`src/rtl/gaussian_stream_ctrl.sv`:
```
// -----------------------------------------------------------------------------
// gaussian_stream_ctrl
//
// Sequences one frame through the separable 5-tap Gaussian filter datapath.
// The controller gates the filter clock enable, drives the filter pixel input
// and its synchronous clear, hides the filter fill latency (two lines plus two
// pixels) and drains the pipeline with zero pixels at the end of the frame.
//
// Ports
//   Clk, Reset_n             clock (rising edge), asynchronous active-low reset
//   start                    1-cycle pulse, begins a frame when idle
//   abort                    synchronous, drops the current frame (no done)
//   busy                     high whenever not idle
//   done                     1-cycle pulse after the last output is accepted
//   in_valid/in_ready/in_data        pixel source handshake
//   filt_din/filt_clk_en/filt_reset  filter datapath control
//   filt_dout                filter result (combinational in filt_din)
//   out_valid/out_ready/out_data     filtered pixel handshake
//   out_sof/out_eol/out_eof  frame/line markers, qualified by out_valid
// -----------------------------------------------------------------------------
module gaussian_stream_ctrl #(
    parameter int WIDTH  = 400,
    parameter int HEIGHT = 300
) (
    input  logic       Clk,
    input  logic       Reset_n,
    input  logic       start,
    input  logic       abort,
    output logic       busy,
    output logic       done,
    input  logic       in_valid,
    output logic       in_ready,
    input  logic [7:0] in_data,
    output logic [7:0] filt_din,
    output logic       filt_clk_en,
    output logic       filt_reset,
    input  logic [7:0] filt_dout,
    output logic       out_valid,
    input  logic       out_ready,
    output logic [7:0] out_data,
    output logic       out_sof,
    output logic       out_eol,
    output logic       out_eof
);

    localparam int LAT  = 2 * WIDTH + 2;
    localparam int NPIX = WIDTH * HEIGHT;
    localparam int CW   = $clog2(NPIX + 1);
    localparam int COLW = (WIDTH > 1) ? $clog2(WIDTH) : 1;

    localparam logic [CW-1:0]   LAT_LAST  = CW'(LAT - 1);
    localparam logic [CW-1:0]   NPIX_LAST = CW'(NPIX - 1);
    localparam logic [COLW-1:0] COL_LAST  = COLW'(WIDTH - 1);

    // S_ABORT is the clear cycle entered on abort: it drives exactly what
    // S_CLEAR drives but returns to S_IDLE instead of starting the fill.
    typedef enum logic [2:0] {
        S_IDLE,
        S_CLEAR,
        S_FILL,
        S_RUN,
        S_FLUSH,
        S_ABORT
    } state_t;

    state_t            state;
    state_t            state_nxt;
    logic [CW-1:0]     in_cnt;
    logic [CW-1:0]     out_cnt;
    logic [COLW-1:0]   col;
    logic              in_fire;
    logic              out_fire;
    logic              clearing;

    // Handshake events. In RUN one source pixel and one filtered pixel move
    // together so the filter only ever advances when the output is taken.
    always_comb begin
        in_fire  = 1'b0;
        out_fire = 1'b0;
        case (state)
            S_FILL:  in_fire = in_valid;
            S_RUN: begin
                in_fire  = in_valid & out_ready;
                out_fire = in_valid & out_ready;
            end
            S_FLUSH: out_fire = out_ready;
            default: ;
        endcase
    end

    assign clearing = (state == S_CLEAR) || (state == S_ABORT);

    // State register.
    always_ff @(posedge Clk or negedge Reset_n) begin
        if (!Reset_n) begin
            state <= S_IDLE;
        end else begin
            state <= state_nxt;
        end
    end

    // Next-state logic; abort overrides every other transition.
    always_comb begin
        state_nxt = state;
        if (abort && (state != S_IDLE)) begin
            state_nxt = S_ABORT;
        end else begin
            case (state)
                S_IDLE:  if (start) state_nxt = S_CLEAR;
                S_CLEAR: state_nxt = S_FILL;
                S_FILL:  if (in_fire && (in_cnt == LAT_LAST)) state_nxt = S_RUN;
                S_RUN:   if (in_fire && (in_cnt == NPIX_LAST)) state_nxt = S_FLUSH;
                S_FLUSH: if (out_fire && (out_cnt == NPIX_LAST)) state_nxt = S_IDLE;
                S_ABORT: state_nxt = S_IDLE;
                default: state_nxt = S_IDLE;
            endcase
        end
    end

    // Frame counters and the registered done pulse.
    always_ff @(posedge Clk or negedge Reset_n) begin
        if (!Reset_n) begin
            in_cnt  <= '0;
            out_cnt <= '0;
            col     <= '0;
            done    <= 1'b0;
        end else begin
            done <= (state == S_FLUSH) && out_fire && (out_cnt == NPIX_LAST) && !abort;
            if (clearing) begin
                in_cnt  <= '0;
                out_cnt <= '0;
                col     <= '0;
            end else begin
                if (in_fire) begin
                    in_cnt <= in_cnt + 1'b1;
                end
                if (out_fire) begin
                    out_cnt <= out_cnt + 1'b1;
                    col     <= (col == COL_LAST) ? '0 : col + 1'b1;
                end
            end
        end
    end

    // Output decode.
    always_comb begin
        busy        = (state != S_IDLE);
        in_ready    = 1'b0;
        out_valid   = 1'b0;
        filt_din    = '0;
        filt_clk_en = 1'b0;
        filt_reset  = !Reset_n || clearing;
        case (state)
            S_FILL: begin
                in_ready    = 1'b1;
                filt_din    = in_data;
                filt_clk_en = in_fire;
            end
            S_RUN: begin
                in_ready    = out_ready;
                out_valid   = in_valid;
                filt_din    = in_data;
                filt_clk_en = in_fire;
            end
            S_FLUSH: begin
                out_valid   = 1'b1;
                filt_clk_en = out_ready;
            end
            default: ;
        endcase
        out_data = filt_dout;
        out_sof  = out_valid && (out_cnt == '0);
        out_eol  = out_valid && (col == COL_LAST);
        out_eof  = out_valid && (out_cnt == NPIX_LAST);
    end

endmodule

```
`config.mk`:
```
export PLATFORM = sky130hd
export DESIGN_NAME = gaussian_stream_ctrl
export DESIGN_NICKNAME = d
export VERILOG_FILES = /design/src/rtl/gaussian_stream_ctrl.sv
export SDC_FILE = /design/constraint.sdc
export NUM_CORES = 1
export LEC_CHECK = 0
export CORE_MARGIN = 4
export CORE_UTILIZATION = 58
export CTS_CLUSTER_DIAMETER = 150
export DETAILED_ROUTE_END_ITERATION = 10
export PLACE_DENSITY = 0.88
export SYNTH_ARGS = -nofsm -noshare
export SYNTH_HDL_FRONTEND = slang
export SYNTH_SLANG_ARGS = --single-unit
```
`constraint.sdc`:
```
create_clock -name Clk -period 4 [get_ports Clk]
set_input_delay 0.8 -clock Clk [delete_from_list [all_inputs] [get_ports Clk]]
set_output_delay 0.8 -clock Clk [all_outputs]
set_load 0.01 [all_outputs]
```
==> run_results.csv, run 1 <==
group,metric,value,unit
outcome,outcome,"complete, no violations",
sta,fin_crit,3.636,ns
logic_synthesis,syn-cell-area,0.002885,sq mm
routing,drt-initial-drc-count,254,
logic_synthesis,synth_flop_cell,"dfrtp_1",
power_and_ir_drop,clockPowerShare,0.288,
routing,routedWlPerCell,16.39,um
sta,setup_viol,0,
finish,ff_latch_area,0.001176,sq mm
routing,drc,0,
finish,n_antenna_cell,0,
floorplanning,core-area,0.004786,sq mm
sta,hold_viol,0,
clock_network,postCtsSetupBuffers,0,
routing,routed_wl,6.818,mm
clock_network,cts_tree,"done",
sta,rsz0062_at_grt,"false",
clock_network,htree_num_levels,2,
global_routing,grtUsageMet2,0.3761,
logic_synthesis,syn_area_per_cell,8.770,sq um
clock_network,cts_buffers,5,
power_and_ir_drop,switching_power,0.5088,mW
placed_design,place_hpwl,4.638,mm
logic_synthesis,synthCells,329,
global_routing,grt_antenna_before_repair,0,
worst_setup_path,cp-start-kind,"input pin",
finish,finalInstanceArea,0.003301,sq mm
global_routing,grt_max_degree,48,
floorplanning,die_h,78.53,um
run,cap_violations,0,
sta,clock_skew,0.003283,ns
logic_synthesis,ys_async_sr_fraction,1.000,
logic_synthesis,synth-adder-area-share,0.02168,
logic_synthesis,synth_nets,356,
worst_setup_path,critPathKind,"input pin to output port",
clock_network,clk_latency,0.30,ns
worst_setup_path,crit_arrival,2.84,ns
worst_setup_path,cp_max_fo,4,
power_and_ir_drop,power.internal,0.9437,mW
logic_synthesis,synth_compound_area_frac,0.1613,
global_routing,gr-total-overflow,0,
min_path,hold_path_class,"flip-flop to flip-flop",
global_routing,grt_pass1_wl,11.39,mm
floorplanning,io_pins,47,
sta,fin_setup_tns,0,ns
placed_design,placed_area,0.003164,sq mm
floorplanning,die-area,0.006167,sq mm
logic_synthesis,synth-xor-area-share,0.02732,
clock_network,clkSlewWorstSetupHoldPaths,0.09,ns
logic_synthesis,ys_warn_count,0,
finish,layout.nets,375,
routing,firstDrtPassIters,5,
logic_synthesis,synthSimpleGateAreaFrac,0.3118,
sta,slew_violations,0,
floorplanning,num_rows,25,
logic_synthesis,synth_top_family_by_area,"simple AND/OR/NAND/NOR gates",
global_routing,grtUsageMet3,0.05275,
finish,areaGrowthSynthToFinish,14.40,%
clock_network,cts_root_buf,"clkbuf_8",
finish,final_layout_size_suffix_gt1_frac,0.05731,
power_and_ir_drop,power.leakage,1.292,nW
worst_setup_path,cp_data_required_time,3.20,ns
routing,vias,2696,
floorplanning,die_x,78.53,um
sta,worst_pin_slew,0.8701,ns
sta,period_share,0.9090,
sta,max_slew_margin,0.4154,
power_and_ir_drop,p_comb_frac,0.322,
sta,clock.fmax,275.0,MHz
finish,multiInputGateArea,0.001549,sq mm
placed_design,gp_congestion,0.8935,
finish,fillers,386,
global_routing,grt_usage,0.2278,
global_routing,top_usage_layer,"met2",
logic_synthesis,yosysSeqAreaShare,0.4076,
power_and_ir_drop,finalPower,1.452,mW
clock_network,clkSinkCount,47,
clock_network,cts_buffer_depth,2,
logic_synthesis,synth.mux.area_fraction,0.01388,
power_and_ir_drop,power_density,440.1,mW/mm^2
clock_network,cts_hold_buffers,0,
logic_synthesis,synth_edf_count,0,
logic_synthesis,yosys.cell_types.count,55,
worst_setup_path,cp-end-kind,"output port",
routing,vias_per_cell,6.481,
routing,ant_nets,0,
power_and_ir_drop,peakVddDrop,223.8,uV
global_routing,grt_pass1_vias,2485,
logic_synthesis,synth.ff_latch_count,47,
global_routing,met1_usage,0.2907,
placed_design,portBuffers,30,
power_and_ir_drop,pwr-share-seq,0.390,
clock_network,cts_resized,0,
floorplanning,start_util,0.6029,
power_and_ir_drop,p_sw_frac,0.3503,
sta,holdWs,0.5468,ns
-- through the flow --
stage	std cells	utilization	worst slack (ns)
2_1_floorplan	329	-	1.465
4_1_cts	416	0.6897	0.3569
3_3_place_gp	408	0.6612	0.4369
6_report	416	0.6897	0.3640
3_5_place_dp	408	0.6612	0.4144
5_1_grt	416	0.6897	0.2366
-- cell families (layout without fill, tap and decap cells) --
group / after synthesis / in the layout
AO/OA/AOI/OAI: 72 / 72
multiplexers: 4 / 4
XOR/XNOR: 9 / 9
buffers and inverters: 30 / 50
flip-flops: 47 / 47
adder cells (fa/ha/maj): 5 / 5
AND/OR/NAND/NOR: 162 / 162
-- cell usage after synthesis (all sizes together) (9+ instances only) --
cell type  count  area (sq um)
a21oi         24         120.1
buf           18         117.6
nand3         15         75.07
o21ai         13         65.06
nand4         11         68.82
nor3          10         50.05
nor2          21         78.83
or3           12         75.07
dfrtp         47          1176
nand2         35         131.4
nor4           9         56.30
and2          12         75.07
-- metal layers --
layer,routed length (um),up-vias
li1,-,1254
met1,2975,1276
met2,3168,151
met3,560,15
met4,114,0
met5,0,-
-- critical path, cell delays in order --
cell and delay (ns):
clkdlybuf4s50_1 0.52, and3b_2 0.24, a21oi_1 0.16, inv_1 0.12
nand4_1 0.08, nor4b_1 0.31, clkdlybuf4s50_1 0.60
-- final timing paths --
| path | slack [ns] | start | end | cells after the start |
|---|---|---|---|---|
| min in group asynchronous | 0.60 | Reset_n | in_cnt[10]$_DFFE_PN0P_ | 2 |
| min | 0.55 | in_cnt[0]$_DFFE_PN0P_ | in_cnt[0]$_DFFE_PN0P_ | 1 |
| max in group asynchronous | 3.00 | Reset_n | done$_DFF_PN0_ | 2 |
| max | 0.36 | in_valid | out_sof | 7 |
| min reg2reg | 0.55 | in_cnt[0]$_DFFE_PN0P_ | in_cnt[0]$_DFFE_PN0P_ | 1 |
| max reg2reg | 1.74 | state[0]$_DFFE_PN0P_ | out_cnt[16]$_DFFE_PN0P_ | 4 |
-- flip-flops by register name (all words and copies together) (netlist names) --
signal,flops
in_cnt,17
state,3
done,1
out_cnt,17
col,9
-- layout by cell type (no fill, tap or decap), types with 6 or more instances in the layout --
| cell type | instances |
|---|---|
| dfrtp_1 | 47 |
| nand4_1 | 11 |
| nor3_1 | 10 |
| o21ai_0 | 12 |
| nor2_1 | 21 |
| inv_1 | 8 |
| xnor2_1 | 8 |
| nand2_1 | 35 |
| nand3_1 | 15 |
| nor4_1 | 9 |
| a22o_1 | 6 |
| or3_1 | 12 |
| a21oi_1 | 24 |
| clkdlybuf4s50_1 | 29 |
| and2_1 | 12 |
-- power groups by stage --
stage | logic, mW | clock network (mW) | registers, mW
after floorplan | 0.322 | 0 | 0.543
after global placement | 0.455 | 0 | 0.570
after detailed placement | 0.460 | 0 | 0.572
after CTS | 0.464 | 0.426 | 0.563
after global routing | 0.508 | 0.447 | 0.572
final | 0.468 | 0.418 | 0.566
-- area by class of cell --
class                      count  share of cell area
clock inverter                 3             0.02047
timing repair buffer          34             0.09856
multi-input combinational    252              0.4693
tap                           67             0.02540
clock buffer                   5             0.02085
sequential                    47              0.3563
inverter                       8            0.009098
(Power assumes the default switching activity.)
==> inputs of run 2 (changes only) <==
--- a/config.mk
+++ b/config.mk
@@ -5,7 +5,7 @@
 export SDC_FILE = /design/constraint.sdc
 export NUM_CORES = 1
 export LEC_CHECK = 0
-export CORE_MARGIN = 4
+export CORE_MARGIN = 2
 export CORE_UTILIZATION = 58
 export CTS_CLUSTER_DIAMETER = 150
 export DETAILED_ROUTE_END_ITERATION = 10
==> run_results.csv, run 2 (same netlist as run 1, synthesis figures left out) <==
group,metric,value,unit
floorplanning,num_rows,25,
worst_setup_path,ff2ff_path_depth,4,
worst_setup_path,critPathKind,"input pin to output port",
power_and_ir_drop,peakVddDrop,223.1,uV
placed_design,gp_congestion,0.8869,
clock_network,postCtsSetupBuffers,0,
worst_setup_path,cp_max_fo,4,
clock_network,cts_root_buf,"clkbuf_8",
finish,largestRegisters,"in_cnt x17, out_cnt x17, col x9",
floorplanning,die-area,0.005555,sq mm
routing,ant_nets,0,
clock_network,clkSinkCount,47,
worst_setup_path,cp-start-kind,"input pin",
clock_network,cts_hold_buffers,0,
worst_setup_path,critPathLaunch,"in_valid",
finish,n_antenna_cell,0,
clock_network,cts_buffers,5,
min_path,hold_path_class,"flip-flop to flip-flop",
global_routing,grt_max_degree,48,
finish,finalInstanceArea,0.003238,sq mm
power_and_ir_drop,power.leakage,1.266,nW
sta,worst_pin_slew,0.8579,ns
sta,fin_setup_tns,0,ns
routing,firstDrtPassIters,4,
global_routing,gr-total-overflow,0,
run,cap_violations,0,
power_and_ir_drop,power_density,403.2,mW/mm^2
floorplanning,core-area,0.004755,sq mm
global_routing,grtUsageMet3,0.04336,
global_routing,grt_pass1_vias,2334,
finish,final_common_cell,"dfrtp_1",
sta,setup_viol,0,
worst_setup_path,crit_arrival,2.83,ns
floorplanning,die_x,74.53,um
routing,vias_per_cell,6.316,
global_routing,grt_usage,0.2504,
global_routing,grt_pass1_wl,10.71,mm
sta,rsz0062_at_grt,"false",
finish,final_layout_size_suffix_gt1_frac,0.04885,
sta,fin_crit,3.630,ns
placed_design,dp.cells,407,
global_routing,met1_usage,0.3394,
sta,clock.fmax,275.4,MHz
global_routing,grtUsageMet2,0.4051,
global_routing,top_usage_layer,"met2",
placed_design,portBuffers,30,
power_and_ir_drop,finalPower,1.306,mW
clock_network,clk_latency,0.30,ns
worst_setup_path,cp-end-kind,"output port",
finish,layout.nets,374,
sta,period_share,0.9076,
floorplanning,start_util,0.6068,
placed_design,placed_area,0.003157,sq mm
finish,fillers,402,
placed_design,place_hpwl,4.549,mm
routing,drt-initial-drc-count,304,
finish,fin_cells,415,
finish,ff_latch_area,0.001176,sq mm
outcome,outcome,"complete, no violations",
finish,areaGrowthSynthToFinish,12.23,%
floorplanning,die_h,74.53,um
clock_network,clkSlewWorstSetupHoldPaths,0.08,ns
routing,drc,0,
routing,routedWlPerCell,15.90,um
clock_network,cts_buffer_depth,2,
worst_setup_path,r2r_start,"state[0]$_DFFE_PN0P_",
clock_network,cts_resized,0,
sta,max_slew_margin,0.4237,
sta,hold_viol,0,
global_routing,grt_antenna_before_repair,0,
worst_setup_path,endpoint,"out_sof",
worst_setup_path,cp_data_required_time,3.20,ns
sta,clock_skew,0.008707,ns
worst_setup_path,regToRegSetupSlack,1.72,ns
floorplanning,io_pins,47,
routing,vias,2621,
clock_network,htree_num_levels,2,
routing,routed_wl,6.600,mm
clock_network,cts_tree,"done",
worst_setup_path,reg2reg_to,"out_cnt[16]$_DFFE_PN0P_",
finish,multiInputGateArea,0.001549,sq mm
finish,final_cell_mix,"dfrtp_1 (47), nand2_1 (35), clkdlybuf4s50_1 (29), a21oi_1 (24), nor2_1 (21)",
sta,slew_violations,0,
-- run 2: cell type report --
cell class                      instances  area share
Clock buffer                            7     0.02357
Clock inverter                          1    0.001546
Multi-Input combinational cell        252      0.4784
Tap cell                               67     0.02589
Inverter                                8    0.009274
Sequential cell                        47      0.3632
Timing Repair Buffer                   33     0.09815
-- run 2: power breakdown --
group | internal [mW] | switching (mW)
sequential | 0.505 | 0.0608
clock | 0.123 | 0.158
combinational | 0.181 | 0.278
total | 0.809 | 0.496
-- run 2: worst min-delay path by stage --
stage / to / from / slack (ns) / cells past startpoint
4_1_cts: col[0]$_DFFE_PN0P_ / col[0]$_DFFE_PN0P_ / 0.55 / 1
2_1_floorplan: col[8]$_DFFE_PN0P_ / col[8]$_DFFE_PN0P_ / 0.49 / 1
3_5_place_dp: col[0]$_DFFE_PN0P_ / col[0]$_DFFE_PN0P_ / 0.53 / 1
6_report: col[0]$_DFFE_PN0P_ / col[0]$_DFFE_PN0P_ / 0.56 / 1
3_3_place_gp: col[0]$_DFFE_PN0P_ / col[0]$_DFFE_PN0P_ / 0.52 / 1
5_1_grt: in_cnt[0]$_DFFE_PN0P_ / in_cnt[0]$_DFFE_PN0P_ / 0.59 / 1
-- run 2: critical path: stages --
cell             delay, ns
clkdlybuf4s50_1       0.52
and3b_2               0.23
a21oi_1               0.14
inv_1                 0.11
nand4_1               0.08
nor4b_1               0.34
clkdlybuf4s50_1       0.61
-- run 2: per-stage QoR --
stage / util / setup slack, ns / hold slack, ns
6_report: 0.6811 / 0.3696 / 0.5565
3_3_place_gp: 0.6639 / 0.4312 / 0.5208
5_1_grt: 0.6811 / 0.2547 / 0.5929
3_5_place_dp: 0.6639 / 0.3878 / 0.5321
4_1_cts: 0.6811 / 0.3834 / 0.5452
2_1_floorplan: - / 1.465 / 0.4888
-- run 2: routing by layer --
layer / up-vias / share of wire
met5: - / 0
met4: 0 / 0.016
met3: 10 / 0.075
met2: 103 / 0.47
met1: 1269 / 0.44
li1: 1239 / -
